## config.mk

```make
export PLATFORM = sky130hd
export DESIGN_NAME = operand_fetch_stage
export DESIGN_NICKNAME = d
export VERILOG_FILES = /design/src/rtl/operand_fetch_stage_pkg.sv /design/src/rtl/operand_fetch_stage_scoreboard.sv /design/src/rtl/operand_fetch_stage.sv
export SDC_FILE = /design/constraint.sdc
export NUM_CORES = 1
export LEC_CHECK = 0
export ABC_AREA = 1
export BUFFER_PORTS_ARGS = -buffer_cell sky130_fd_sc_hd__buf_2
export CAP_MARGIN = 20
export CORE_ASPECT_RATIO = 0.75
export CORE_MARGIN = 2
export CORE_UTILIZATION = 46
export CTS_CLUSTER_SIZE = 28
export DETAILED_ROUTE_END_ITERATION = 16
export HOLD_SLACK_MARGIN = 0.02
export PLACE_DENSITY = 0.87
export SLEW_MARGIN = 0
export SYNTH_ARGS = -nofsm -noshare
export SYNTH_HDL_FRONTEND = slang
export SYNTH_SLANG_ARGS = --single-unit
```

## constraint.sdc

```tcl
create_clock -name clk -period 1.59 [get_ports clk]
set_input_delay 0.318 -clock clk [delete_from_list [all_inputs] [get_ports clk]]
set_output_delay 0.318 -clock clk [all_outputs]
set_load 0.02 [all_outputs]
```

## src/rtl/operand_fetch_stage_pkg.sv

```systemverilog
// rtl/operand_fetch_stage_pkg.sv - shared FSM encodings and register-file address layout
package operand_fetch_stage_pkg;

  localparam int SRC_W = 4;
  localparam int N_CH  = 16;

  // rd_addr layout: {block index (zero for channel registers), source index[SRC_W-1:0]}
  localparam int RD_ADDR_SRC_LSB = 0;

  typedef enum logic [1:0] {
    S_IDLE  = 2'd0,
    S_CHECK = 2'd1,
    S_READ  = 2'd2,
    S_OUT   = 2'd3
  } ofs_state_e;

endpackage

```

## src/rtl/operand_fetch_stage_scoreboard.sv

```systemverilog
// rtl/operand_fetch_stage_scoreboard.sv - channel/accumulator pending-write scoreboard
module operand_scoreboard
  import operand_fetch_stage_pkg::*;
(
  input  logic                  clk,
  input  logic                  reset_n,
  input  logic                  set_en,
  input  logic                  set_ch,
  input  logic [SRC_W-1:0]      set_ch_idx,
  input  logic                  set_acc,
  input  logic                  wb_ch_valid,
  input  logic [SRC_W-1:0]      wb_ch_dest,
  input  logic                  wb_acc_valid,
  input  logic [2:0][SRC_W-1:0] src,
  input  logic [2:0]            src_reg,
  input  logic [2:0]            needed,
  input  logic                  acc_needed,
  output logic                  hazard
);

  logic [N_CH-1:0] pend_ch_q, pend_ch_d;
  logic            pend_acc_q, pend_acc_d;

  // Clears are applied first so that a same-cycle set on the same entry wins.
  always_comb begin
    pend_ch_d  = pend_ch_q;
    pend_acc_d = pend_acc_q;
    if (wb_ch_valid)       pend_ch_d[wb_ch_dest] = 1'b0;
    if (wb_acc_valid)      pend_acc_d            = 1'b0;
    if (set_en && set_ch)  pend_ch_d[set_ch_idx] = 1'b1;
    if (set_en && set_acc) pend_acc_d            = 1'b1;
  end

  always_ff @(posedge clk or negedge reset_n) begin
    if (!reset_n) begin
      pend_ch_q  <= '0;
      pend_acc_q <= 1'b0;
    end else begin
      pend_ch_q  <= pend_ch_d;
      pend_acc_q <= pend_acc_d;
    end
  end

  // Block-register sources are never tracked, so they cannot raise a hazard.
  always_comb begin
    hazard = acc_needed & pend_acc_q;
    for (int i = 0; i < 3; i++) begin
      hazard = hazard | (needed[i] & ~src_reg[i] & pend_ch_q[src[i]]);
    end
  end

endmodule

```

## src/rtl/operand_fetch_stage.sv

```systemverilog
// rtl/operand_fetch_stage.sv - operand fetch stage: hazard check, register read, execute handoff
// Optional stall counter output enabled by OPERAND_FETCH_STALL_COUNT_EN.
module operand_fetch_stage
  import operand_fetch_stage_pkg::*;
#(
  parameter int data_width = 16,
  parameter int n_blocks   = 256,
  parameter int ctrl_width = 48,
  localparam int BW        = $clog2(n_blocks)
) (
  input  logic                  clk,
  input  logic                  reset_n,
  input  logic                  enable,
  input  logic                  in_valid,
  output logic                  in_ready,
  input  logic [BW-1:0]         in_block,
  input  logic [SRC_W-1:0]      in_src_a,
  input  logic [SRC_W-1:0]      in_src_b,
  input  logic [SRC_W-1:0]      in_src_c,
  input  logic                  in_src_a_reg,
  input  logic                  in_src_b_reg,
  input  logic                  in_src_c_reg,
  input  logic                  in_arg_a_needed,
  input  logic                  in_arg_b_needed,
  input  logic                  in_arg_c_needed,
  input  logic                  in_acc_needed,
  input  logic [SRC_W-1:0]      in_dest,
  input  logic                  in_writes_channel,
  input  logic                  in_writes_acc,
  input  logic [ctrl_width-1:0] in_ctrl,
  output logic [BW+SRC_W-1:0]   rd_addr_a,
  output logic [BW+SRC_W-1:0]   rd_addr_b,
  output logic [BW+SRC_W-1:0]   rd_addr_c,
  output logic                  rd_blk_a,
  output logic                  rd_blk_b,
  output logic                  rd_blk_c,
  input  logic [data_width-1:0] rd_data_a,
  input  logic [data_width-1:0] rd_data_b,
  input  logic [data_width-1:0] rd_data_c,
  input  logic                  wb_ch_valid,
  input  logic [SRC_W-1:0]      wb_ch_dest,
  input  logic                  wb_acc_valid,
  output logic                  out_valid,
  input  logic                  out_ready,
  output logic [BW-1:0]         out_block,
  output logic [SRC_W-1:0]      out_dest,
  output logic [ctrl_width-1:0] out_ctrl,
  output logic [data_width-1:0] out_a,
  output logic [data_width-1:0] out_b,
  output logic [data_width-1:0] out_c,
  output logic                  out_writes_channel,
  output logic                  out_writes_acc,
  input  logic                  sample_tick
`ifdef OPERAND_FETCH_STALL_COUNT_EN
  ,
  output logic [15:0]           stall_cycles
`endif
);

  ofs_state_e state_q, state_d;
  logic       latch, issue, capture, drain, hazard;

  logic [BW-1:0]           blk_q;
  logic [2:0][SRC_W-1:0]   src_q;
  logic [2:0]              src_reg_q;
  logic [2:0]              need_q;
  logic                    acc_need_q;
  logic [SRC_W-1:0]        dest_q;
  logic                    wch_q, wacc_q;
  logic [ctrl_width-1:0]   ctrl_q;

  logic                    out_valid_q;
  logic [BW-1:0]           out_block_q;
  logic [SRC_W-1:0]        out_dest_q;
  logic [ctrl_width-1:0]   out_ctrl_q;
  logic [data_width-1:0]   out_a_q, out_b_q, out_c_q;
  logic                    out_wch_q, out_wacc_q;

  always_comb begin
    state_d  = state_q;
    in_ready = 1'b0;
    latch    = 1'b0;
    issue    = 1'b0;
    capture  = 1'b0;
    drain    = 1'b0;
    if (enable) begin
      case (state_q)
        S_IDLE: begin
          in_ready = 1'b1;
          if (in_valid) begin
            latch   = 1'b1;
            state_d = S_CHECK;
          end
        end
        S_CHECK: begin
          if (!hazard) begin
            issue   = 1'b1;
            state_d = S_READ;
          end
        end
        S_READ: begin
          capture = 1'b1;
          state_d = S_OUT;
        end
        S_OUT: begin
          in_ready = out_ready;
          if (out_ready) begin
            drain = 1'b1;
            if (in_valid) begin
              latch   = 1'b1;
              state_d = S_CHECK;
            end else begin
              state_d = S_IDLE;
            end
          end
        end
        default: state_d = S_IDLE;
      endcase
    end
  end

  always_ff @(posedge clk or negedge reset_n) begin
    if (!reset_n) begin
      state_q <= S_IDLE;
    end else begin
      state_q <= state_d;
    end
  end

  always_ff @(posedge clk or negedge reset_n) begin
    if (!reset_n) begin
      blk_q      <= '0;
      src_q      <= '0;
      src_reg_q  <= '0;
      need_q     <= '0;
      acc_need_q <= 1'b0;
      dest_q     <= '0;
      wch_q      <= 1'b0;
      wacc_q     <= 1'b0;
      ctrl_q     <= '0;
    end else if (latch) begin
      blk_q      <= in_block;
      src_q      <= {in_src_c, in_src_b, in_src_a};
      src_reg_q  <= {in_src_c_reg, in_src_b_reg, in_src_a_reg};
      need_q     <= {in_arg_c_needed, in_arg_b_needed, in_arg_a_needed};
      acc_need_q <= in_acc_needed;
      dest_q     <= in_dest;
      wch_q      <= in_writes_channel;
      wacc_q     <= in_writes_acc;
      ctrl_q     <= in_ctrl;
    end
  end

  always_ff @(posedge clk or negedge reset_n) begin
    if (!reset_n) begin
      out_valid_q <= 1'b0;
      out_block_q <= '0;
      out_dest_q  <= '0;
      out_ctrl_q  <= '0;
      out_a_q     <= '0;
      out_b_q     <= '0;
      out_c_q     <= '0;
      out_wch_q   <= 1'b0;
      out_wacc_q  <= 1'b0;
    end else if (capture) begin
      out_valid_q <= 1'b1;
      out_block_q <= blk_q;
      out_dest_q  <= dest_q;
      out_ctrl_q  <= ctrl_q;
      out_a_q     <= need_q[0] ? rd_data_a : '0;
      out_b_q     <= need_q[1] ? rd_data_b : '0;
      out_c_q     <= need_q[2] ? rd_data_c : '0;
      out_wch_q   <= wch_q;
      out_wacc_q  <= wacc_q;
    end else if (drain) begin
      out_valid_q <= 1'b0;
    end
  end

  // Addresses come straight from the latched instruction, so the register
  // file samples them at the end of S_CHECK and returns data during S_READ.
  assign rd_addr_a = {src_reg_q[0] ? blk_q : {BW{1'b0}}, src_q[0]};
  assign rd_addr_b = {src_reg_q[1] ? blk_q : {BW{1'b0}}, src_q[1]};
  assign rd_addr_c = {src_reg_q[2] ? blk_q : {BW{1'b0}}, src_q[2]};
  assign rd_blk_a  = src_reg_q[0];
  assign rd_blk_b  = src_reg_q[1];
  assign rd_blk_c  = src_reg_q[2];

  assign out_valid          = out_valid_q;
  assign out_block          = out_block_q;
  assign out_dest           = out_dest_q;
  assign out_ctrl           = out_ctrl_q;
  assign out_a              = out_a_q;
  assign out_b              = out_b_q;
  assign out_c              = out_c_q;
  assign out_writes_channel = out_wch_q;
  assign out_writes_acc     = out_wacc_q;

  operand_scoreboard u_scoreboard (
    .clk          (clk),
    .reset_n      (reset_n),
    .set_en       (issue),
    .set_ch       (wch_q),
    .set_ch_idx   (dest_q),
    .set_acc      (wacc_q),
    .wb_ch_valid  (wb_ch_valid),
    .wb_ch_dest   (wb_ch_dest),
    .wb_acc_valid (wb_acc_valid),
    .src          (src_q),
    .src_reg      (src_reg_q),
    .needed       (need_q),
    .acc_needed   (acc_need_q),
    .hazard       (hazard)
  );

`ifdef OPERAND_FETCH_STALL_COUNT_EN
  logic [15:0] stall_q;

  always_ff @(posedge clk or negedge reset_n) begin
    if (!reset_n) begin
      stall_q <= '0;
    end else if (sample_tick) begin
      stall_q <= '0;
    end else if (enable && (state_q == S_CHECK) && hazard && (stall_q != 16'hFFFF)) begin
      stall_q <= stall_q + 16'd1;
    end
  end

  assign stall_cycles = stall_q;
`else
  logic unused_sample_tick;
  assign unused_sample_tick = sample_tick;
`endif

endmodule

```

======== Word-level counts from Yosys, hierarchy flattened ========
Index checks and enable logic that the tools add are counted.
operators by class
  magnitude comparators ................... 7
  equal/unequal tests ..................... 6
  mux-type cells .......................... 41
  bitwise operators ....................... 16
  reduce and logical (&&, ||, !) cells .... 8
operator list
  cell                  number
  $mux W16              5
  $lt A4 B5 Y1 const B  5
  $mux W8               3
  $mux W1               22
  $and A16 B16 Y16      1
  $not A16 Y16          1
  $or A16 B16 Y16       1
  $bmux W1 S4           3
  $demux W1 S4          2
  $ge A4 B1 Y1 const B  2
  $pmux W2 S4           1
  $and A1 B1 Y1         7
  $mux W2               3
  $ne A2 B2 Y1 const B  3
  $eq A2 B2 Y1 const B  2
  $logic_and A1 B1 Y1   4
  $pmux W1 S2           2
  $reduce_and A4 Y1     1
  $reduce_bool A2 Y1    2
  $not A1 Y1            3
  $or A1 B1 Y1          3
  $eq A2 B1 Y1 const B  1
  $logic_not A2 Y1      1
word-level totals
  register bits after elaboration ......... 211
  input port bits ......................... 141
  logic and storage cells ................. 101

======== Depth between registers and ports, before layout ========
Gate-level depths: netlist of run 1.
  depth after elaboration ................. 11
  mapped depth ............................ 13
  mapped depth without buffers ............ 12

======== Modules after synthesis ========
A second synthesis of run 1 with hierarchy kept.
unflattened totals
  cells, all modules ...................... 1136
  area, all modules ....................... 9260.1 µm²
modules (own cells, without submodules)
  module               instances  cells an instance  area each (µm²)
  operand_fetch_stage  1          918                7928.9
  operand_scoreboard   1          218                1331.3

======== Worst setup path after synthesis of run 1 ========
OpenSTA, ideal clock, no wires.
  path type ............................... register -> register
  from .................................... reg state_q[0]
  to ...................................... reg blk_q[0]
  library setup time ...................... 0.125 ns
  arrival ................................. 1.879 ns
  data required time ...................... 1.465 ns
  slack ................................... -0.414 ns
  stages on the path, launching flop included .. 7
  buffers on the path ..................... 1
  clock period less this slack ............ 2.004 ns
  cell sequence ........................... dfrtp_1 inv_1 ha_1 a211oi_2 nand2_2 buf_6 mux2_4
on the way
  word-level cells in the longest chain between the ends .. 3
  elaborated cells between the ends (all ways) .. 4
  classes of those cells .................. 1 x eq/ne; 2 x mux; 1 x reduce/logical
RTL lines
  what                                                     RTL line                    source
  start, declared                                          operand_fetch_stage.sv:60   ofs_state_e state_q, state_d;
  start signal, assigned                                   operand_fetch_stage.sv:126  state_q <= state_d;
  $eq A2 B2 Y1 / $logic_not A2 Y1 (equally long branches)  operand_fetch_stage.sv:87   case (state_q)
  $pmux W1 S2 (*)                                          operand_fetch_stage.sv:87
  $mux W1 (*)                                              operand_fetch_stage.sv:86   if (enable) begin
  end signal, assigned                                     operand_fetch_stage.sv:142  blk_q <= in_block;
  end, declared                                            operand_fetch_stage.sv:63   logic [BW-1:0] blk_q;
Mark *: on every way between the ends. The rest lies on a longest branch, timed or not.
A chain may end at the register's enable or synchronous reset.

======== Worst setup path in the final report of run 1 ========
  from .................................... reg state_q[0]
  to ...................................... out in_ready
on the way
  word-level cells in the longest chain between the ends .. 3
  elaborated cells between the ends (all ways) .. 4
  classes of those cells .................. 1 x eq/ne; 2 x mux; 1 x reduce/logical
RTL lines
  what                                                     RTL line                   source
  $eq A2 B2 Y1 / $logic_not A2 Y1 (equally long branches)  operand_fetch_stage.sv:87
  $pmux W1 S2 (*)                                          operand_fetch_stage.sv:87
  $mux W1 (*)                                              operand_fetch_stage.sv:86
  end, declared                                            operand_fetch_stage.sv:15  output logic in_ready,
Marked as above.

==> metrics.md, run 1 <==
| Metric | Value |
|---|---|
| Violated checks | `negative setup slack` |
| DRC errors left | `0` |
| Wire per inst | `roughly 19 µm` |
| Number of buffers inserted during clock tree synthesis | `22` |
| Synth unique cells | `31` |
| Worst skew pair latency | `0.50 ns` |
| Overflow left after global routing | `0` |
| Transition time at the pin with the least slew margin | `0.496 ns` |
| Critical Path, Cell by Cell | `inv_2, ha_4, a211oi_4, buf_6` |
| Global router's overall resource usage | `0.263` |
| WL final | `between 30 and 40 mm` |
| Top-level I/O count | `292` |
| Placed Cells incl. Taps | `approximately 1500` |
| Post-synth top area cell | `dfrtp_1` |
| Path category of the worst min-delay check | `in2reg` |
| Origin of the critical flop-to-flop path | `state_q[0]` |
| Total of max-cap violations | `0` |
| Number of storage elements in the synthesis netlist | `about 210` |
| Sequential fraction of the synthesis area | `0.572` |
| Final standard cell count with taps included and fillers excluded | `1584` |
| Chip Height | `roughly 130 µm` |
| Gate Count Post-Synth | `approximately 960` |
| Shortest clock period the worst path allows after layout | `1.94 ns` |
| Cell with the largest stage delay on the worst path | `dfrtp_1` |
| Worst-case clock skew | `0.0107 ns` |
| Maximum net fanout on the critical path | `3` |
| Final design instance area without fill | `between 10000 and 15000 µm²` |
| Endpoint type of the worst setup path | `output pin` |
| Most frequent cell after synthesis | `nand2_1` |
| Number of antenna-violating nets in the routed design | `0` |
| Cell count of the worst hold path | `2` |
| Final Total Pwr | `slightly above 0.03 W` |
| End of the worst hold path | `ctrl_q[44]` |
| Overall die width | `around 170 µm` |
| Buffers & Inverters on Critical Path | `2` |
| Share of async-settable or async-resettable flops after synthesis | `1.00` |
| Total number of nets in the final design | `1462` |
| Number of filler cells placed in the layout | `approximately 1400` |
| Endpoint of the lowest-slack register-to-register path | `rd_addr_b[3]` |
| Detailed placer's ending HPWL | `between 15 and 20 mm` |
| Data arrival time at the worst-slack endpoint | `1.62 ns` |
| PortBufs | `290` |
| Slew Limit Fails | `0` |
| Final count of negative-setup-slack endpoints | `between 100 and 150` |
| Top cells by area, synth | `dfrtp_1 (57%), nand2_1 (10%), mux2_4 (5.9%)` |
| Maximum resistive drop on vdd | `between 0.001 and 0.0015 V` |
| PD cells | `approximately 2300 nW/µm²` |
| Most frequent cells after synthesis | `nand2_1 (246), dfrtp_1 (211), o21ai_0 (101)` |
| Mean Syn Cell Area | `around 9.6 µm²` |
| Routability cong. | `just under 0.9` |
| Pin count of the biggest net entering global routing | `52` |
| Kind of cell with the highest combined delay on the critical path | `flip-flops` |
| Synthesized net count | `about 1100` |
| Run status | `finished with violations` |
| Clock Path Buffers | `3` |
| Delay contributed by the slowest stage of the critical path | `0.43 ns` |
| Antenna violations before repair | `0` |
| Area fraction of the dominant cell type after synthesis | `0.572` |
| Clock-pin slew on the worst setup and hold paths | `0.07 ns` |
| Layout overhead on the synthesized area | `45.1%` |
| Unrepaired setup endpoints after global routing | `true` |
| Overall die area | `approximately 21000 µm²` |
| Startpoint of the tightest hold check path | `in_ctrl[44]` |
| Synth warn | `0` |
| Cell Area, Synth | `about 9200 µm²` |
| Deepest level of the CTS H-tree | `1` |
| Number of DRC violations after detailed-routing iteration 0 | `about 740` |
| Prevailing post-synth register cell | `dfrtp_1` |
| Core Area | `between 15000 and 20000 µm²` |
| Cell area reported after detailed placement | `~11000 µm²` |
| Num rows | `between 40 and 50` |
| CTS tree | `built` |
| Sequential cell area in the final layout | `5290 µm²` |
| Detail-routed via count per cell | `5.25` |
| Timing-limited maximum frequency | `around 0.52 GHz` |
| Leakage | `roughly 7.3 nW` |
| Worst endpoint required time | `around 1.3 ns` |
| Final worst-path setup slack | `-0.350 ns` |
| Multi-input combinational cell area | `approximately 3800 µm²` |
| Period Utilization, post-route | `1.22` |
| First-pass GRT wire length | `44.1 mm` |
| Category of the most critical setup path | `reg2out` |
| Max_slew headroom | `0.670` |
| Starting density of the core | `0.474` |
| Clock Tree Root | `clkbuf_16` |
| Reg2reg path depth | `8` |
| Number of synthesized flops with an enable pin | `0` |
| Number of diodes | `0` |
| Final-report hold violation count | `0` |
| Vias in the first global route | `~8000` |
| Overall via count from detail_route | `roughly 8300` |
| First-pass iteration count of the detailed router | `5` |
| Number of clock sinks | `around 210` |
| Final TNS setup | `-21.79 ns` |
| Layout cells sized above 1 | `0.452` |
| Startpoint type of the worst setup path | `register` |
| Worst reg2reg setup slack | `-0.31 ns` |
| Post-place setup slack | `-0.234 ns` |
==> logic make-up after synthesis <==
family          after synthesis  share of synthesized area
compound gates              155                     0.0859
fa+ha+maj                     4                    0.00542
buf+inv                     146                     0.0732
simple gates                375                      0.168
flops                       211                      0.572
mux                          66                     0.0951
==> layer usage <==
| layer | wire (µm) | global-route usage | share of wire |
|---|---|---|---|
| met5 | 0 | 0 | 0 |
| met4 | 889 | 0.0629 | 0.029 |
| met3 | 2450 | 0.0574 | 0.081 |
| met2 | 14500 | 0.454 | 0.48 |
| met1 | 12400 | 0.341 | 0.41 |
==> registers in the layout, summed over array words and instances (netlist names), 8 cells and up <==
signal and cells:
out_block 8, u_scoreboard.pend_ch_q 16, ctrl_q 48, out_a 16, out_c 16, out_ctrl 48, out_b 16, blk_q 8
==> layout make-up <==
type | instances | share of cell area
clock inverter | 9 | 0.0113
tap | 253 | 0.0236
sequential | 211 | 0.395
multi-input combinational | 603 | 0.281
timing repair buffer | 382 | 0.212
timing repair inverter | 1 | 0.000467
clock buffer | 29 | 0.0476
inverter | 96 | 0.0295
==> worst max path at each step <==
stage,start,endpoint,cells after the start
global placement,state_q[1],src_reg_q[1],6
detailed placement,rd_addr_c[0],state_q[1],11
global route,state_q[0],in_ready,4
finish,state_q[0],in_ready,4
CTS,state_q[0],in_ready,5
floorplan,state_q[0],blk_q[0],6
==> timing repair <==
action	in CTS	in global routing
buffers inserted	18	4
pin swaps	10	15
hold endpoints to repair	36	0
endpoints found under the setup margin	198	205
gates resized for setup	151	95
hold buffers	2	0
gates cloned	9	8
==> worst register-to-register path: stages (launching register included) <==
cell	delay, ns
dfrtp_1	0.43
inv_2	0.08
ha_4	0.26
a211oi_4	0.20
buf_4	0.19
nand2_8	0.09
buf_12	0.18
buf_4	0.21
a21oi_1	0.18
==> cells in the final DEF (no fill, tap or decap), types with 7 or more instances in the layout <==
cell type,n
a21oi_1,28
a21oi_2,21
buf_12,21
buf_2,260
buf_4,50
buf_6,37
clkbuf_16,30
dfrtp_1,205
inv_1,63
inv_2,28
mux2_2,9
mux2_4,57
nand2_1,213
nand2_2,13
nand2_4,22
nand3_1,33
nand4_1,16
nor2_1,63
o21ai_0,74
o21ai_1,22
o21ai_2,7
==> report_power, final <==
| group | internal (W) | total [W] | switching, W |
|---|---|---|---|
| Clock | 0.00347 | 0.00562 | 0.00215 |
| Combinational | 0.00646 | 0.0150 | 0.00854 |
| Sequential | 0.00785 | 0.00965 | 0.00180 |
| Total | 0.0178 | 0.0303 | 0.0125 |
==> through the flow <==
stage                util  hold slack, ns
finish              0.687          0.0448
global route        0.687          0.0332
CTS                 0.665          0.0305
detailed placement  0.586           0.248
global placement    0.586           0.247
floorplan               -          0.0224
Note: power is estimated with default switching activity, not from simulation.
==> run 2, diff against run 1 <==
--- a/config.mk
+++ b/config.mk
@@ -15,6 +15,7 @@
 export DETAILED_ROUTE_END_ITERATION = 16
 export HOLD_SLACK_MARGIN = 0.02
 export PLACE_DENSITY = 0.87
+export RECOVER_POWER = 100
 export SLEW_MARGIN = 0
 export SYNTH_ARGS = -nofsm -noshare
 export SYNTH_HDL_FRONTEND = slang
==> metrics.md, run 2 (synthesis gave the netlist of run 1 again) <==
| Metric | Value |
|---|---|
| Run status | `finished with violations` |
| Violated checks | `negative setup slack` |
| Data arrival time at the worst-slack endpoint | `1.62 ns (about the same)` |
| Sequential cell area in the final layout | `5290 µm² (unchanged)` |
| Overflow left after global routing | `0 (unchanged)` |
| Core Area | `19500 µm² (unchanged)` |
| Switching Power | `0.0125 W (+0.17%)` |
| Number of DRC violations after detailed-routing iteration 0 | `740 (-0.54%)` |
| Period Utilization, post-route | `1.22 (-0.00249)` |
| Worst-case clock skew | `0.00971 ns (-0.00102 ns)` |
| Timing-limited maximum frequency | `0.517 GHz (+0.20%)` |
| PD cells | `2270 nW/µm² (+0.26%)` |
| Antenna violations before repair | `0 (unchanged)` |
| Final count of negative-setup-slack endpoints | `191 (+35%)` |
| Clock-pin slew on the worst setup and hold paths | `0.07 ns (about the same)` |
| DRC errors left | `0 (unchanged)` |
| Category of the most critical setup path | `reg2out` |
| Pin count of the biggest net entering global routing | `52 (unchanged)` |
| Worst Setup SP | `state_q[0]` |
| Startpoint type of the worst setup path | `register` |
| Placed Cells incl. Taps | `1509 (unchanged)` |
| Net switching fraction of the power | `0.419 (+0.00611)` |
| Overall die area | `21200 µm² (unchanged)` |
| Number of clock sinks | `211 (unchanged)` |
| Vias in the first global route | `8167 (unchanged)` |
| PortBufs | `290 (unchanged)` |
| Final-report hold violation count | `0 (unchanged)` |
| Worst endpoint required time | `1.27 ns (about the same)` |
| Wire per inst | `19.1 µm (about the same)` |
| Endpoint of the lowest-slack register-to-register path | `ctrl_q[32]` |
| Overall die width | `168 µm (unchanged)` |
| Commonest cells after routing, fill and taps aside | `nand2_1 (213), dfrtp_1 (205), buf_2 (146), clkbuf_1 (114), o21ai_0 (74)` |
| Multi-input combinational cell area | `3750 µm² (-0.37%)` |
| Post-layout util | `0.677 (-0.0107)` |
| Unrepaired setup endpoints after global routing | `true` |
| Number of buffers inserted during clock tree synthesis | `22 (unchanged)` |
| Worst reg2reg setup slack | `-0.31 ns (about the same)` |
| Share of total power in combinational logic | `0.488 (-0.008)` |
| Final Total Pwr | `0.0299 W (-1.3%)` |
| Number of antenna-violating nets in the routed design | `0 (unchanged)` |
| Sequential cell fraction of total power | `0.325 (+0.006)` |
| Deepest level of the CTS H-tree | `1 (unchanged)` |
| Total of max-cap violations | `0 (unchanged)` |
| WL final | `30.2 mm (about the same)` |
| Chip Height | `127 µm (unchanged)` |
| Clock Tree Root | `clkbuf_16` |
| Cell with the largest stage delay on the worst path | `dfrtp_1` |
| Overall via count from detail_route | `8362 (+0.47%)` |
| Shortest clock period the worst path allows after layout | `1.94 ns (-0.00397 ns)` |
| First-pass iteration count of the detailed router | `5 (unchanged)` |
| Endpoint type of the worst setup path | `output pin` |
| Share of power burned in the clock network | `0.188 (+0.002)` |
| Worst skew pair latency | `0.50 ns (about the same)` |
| Critical Path, Cell by Cell | `inv_2, ha_4, a211oi_4, buf_6` |
| Max_slew headroom | `0.252 (-0.418)` |
| Detail-routed via count per cell | `5.28 (+0.47%)` |
| Maximum resistive drop on vdd | `0.00145 V (-0.39%)` |
| Transition time at the pin with the least slew margin | `1.12 ns (+0.627 ns)` |
| Global router's overall resource usage | `0.263 (unchanged)` |
| Delay contributed by the slowest stage of the critical path | `0.43 ns (about the same)` |
| Layout overhead on the synthesized area | `42.9%` |
| Maximum net fanout on the critical path | `3 (unchanged)` |
| Slew Limit Fails | `0 (unchanged)` |
| Routability cong. | `0.892 (unchanged)` |
| Path category of the worst min-delay check | `in2reg` |
| Final standard cell count with taps included and fillers excluded | `1584 (unchanged)` |
| First-pass GRT wire length | `44.1 mm (unchanged)` |
| Layout cells sized above 1 | `0.368 (-0.0841)` |
| Detailed placer's ending HPWL | `18.8 mm (unchanged)` |
| Num rows | `44 (unchanged)` |
| Total number of nets in the final design | `1462 (unchanged)` |
| Number of filler cells placed in the layout | `1470 (+5.6%)` |
| Int Power | `0.0174 W (-2.3%)` |
| Most frequent standard cell in the layout excluding fill and tap cells | `nand2_1` |
| Endpoint of the most critical setup path | `in_ready` |
| Starting density of the core | `0.474 (unchanged)` |
| Number of diodes | `0 (unchanged)` |
| Reg2reg path depth | `7 (-1)` |
| Origin of the critical flop-to-flop path | `state_q[0]` |
| Final TNS setup | `-27.81 ns (-6.01 ns)` |
| Final worst-path setup slack | `-0.346 ns (+0.00397 ns)` |
| CTS tree | `built` |
| Top-level I/O count | `292 (unchanged)` |
| Leakage | `6.94 nW (-5.3%)` |
| Clock Path Buffers | `3 (unchanged)` |
run 2: timing repair:
action                     4_1_cts  5_1_grt
buffers inserted                18        4
setup endpoints to repair      198      205
hold endpoints to repair        36        0
pin swaps                       10       15
hold buffers                     2        0
gates cloned                     9        8
gates resized for setup        151       95
run 2: power groups by stage:
stage | Sequential (W) | Combinational, W | Clock, W
after floorplan | 0.0109 | 0.00623 | 0
after global placement | 0.00938 | 0.0115 | 0
after detailed placement | 0.00952 | 0.0119 | 0
after CTS | 0.00948 | 0.0138 | 0.00566
after global routing | 0.00996 | 0.0156 | 0.00590
final | 0.00970 | 0.0146 | 0.00560
run 2: stage by stage:
stage | area (µm²) | setup slack (ns) | hold WS, ns
2_1_floorplan | 9360 | -0.237 | 0.0224
3_3_place_gp | 11400 | -0.184 | 0.247
3_5_place_dp | 11400 | -0.234 | 0.248
4_1_cts | 13000 | -0.311 | 0.0305
5_1_grt | 13200 | -0.391 | 0.0332
6_report | 13200 | -0.346 | 0.0453
run 2: worst max-delay path: cells and delay by family (launching register included):
family,cells,cell delay (ns)
flip-flops,1,0.43
buffers and inverters,2,0.24
adder cells (fa/ha/maj),1,0.25
AO/OA/AOI/OAI,1,0.20
run 2: how the worst min path moves through the flow:
stage | cells after the start | to | slack [ns] | startpoint
2_1_floorplan | 0 | acc_need_q | 0.02 | reset_n
3_3_place_gp | 1 | out_ctrl[46] | 0.25 | reset_n
3_5_place_dp | 1 | ctrl_q[46] | 0.25 | reset_n
4_1_cts | 2 | ctrl_q[44] | 0.03 | in_ctrl[44]
5_1_grt | 2 | blk_q[1] | 0.03 | in_block[1]
6_report | 2 | ctrl_q[44] | 0.05 | in_ctrl[44]
run 2: routing by layer:
metal  track usage  part of all wire
met2         0.454              0.48
met4        0.0629             0.031
met3        0.0574             0.079
met5             0                 0
met1         0.341              0.41
run 2: cell type report:
type | instances | area share
Sequential cell | 211 | 0.401
Multi-Input combinational cell | 603 | 0.285
Timing Repair Buffer | 382 | 0.200
Clock buffer | 29 | 0.0484
Inverter | 96 | 0.0300
Tap cell | 253 | 0.0240
Clock inverter | 9 | 0.0115
Timing Repair inverter | 1 | 0.000474
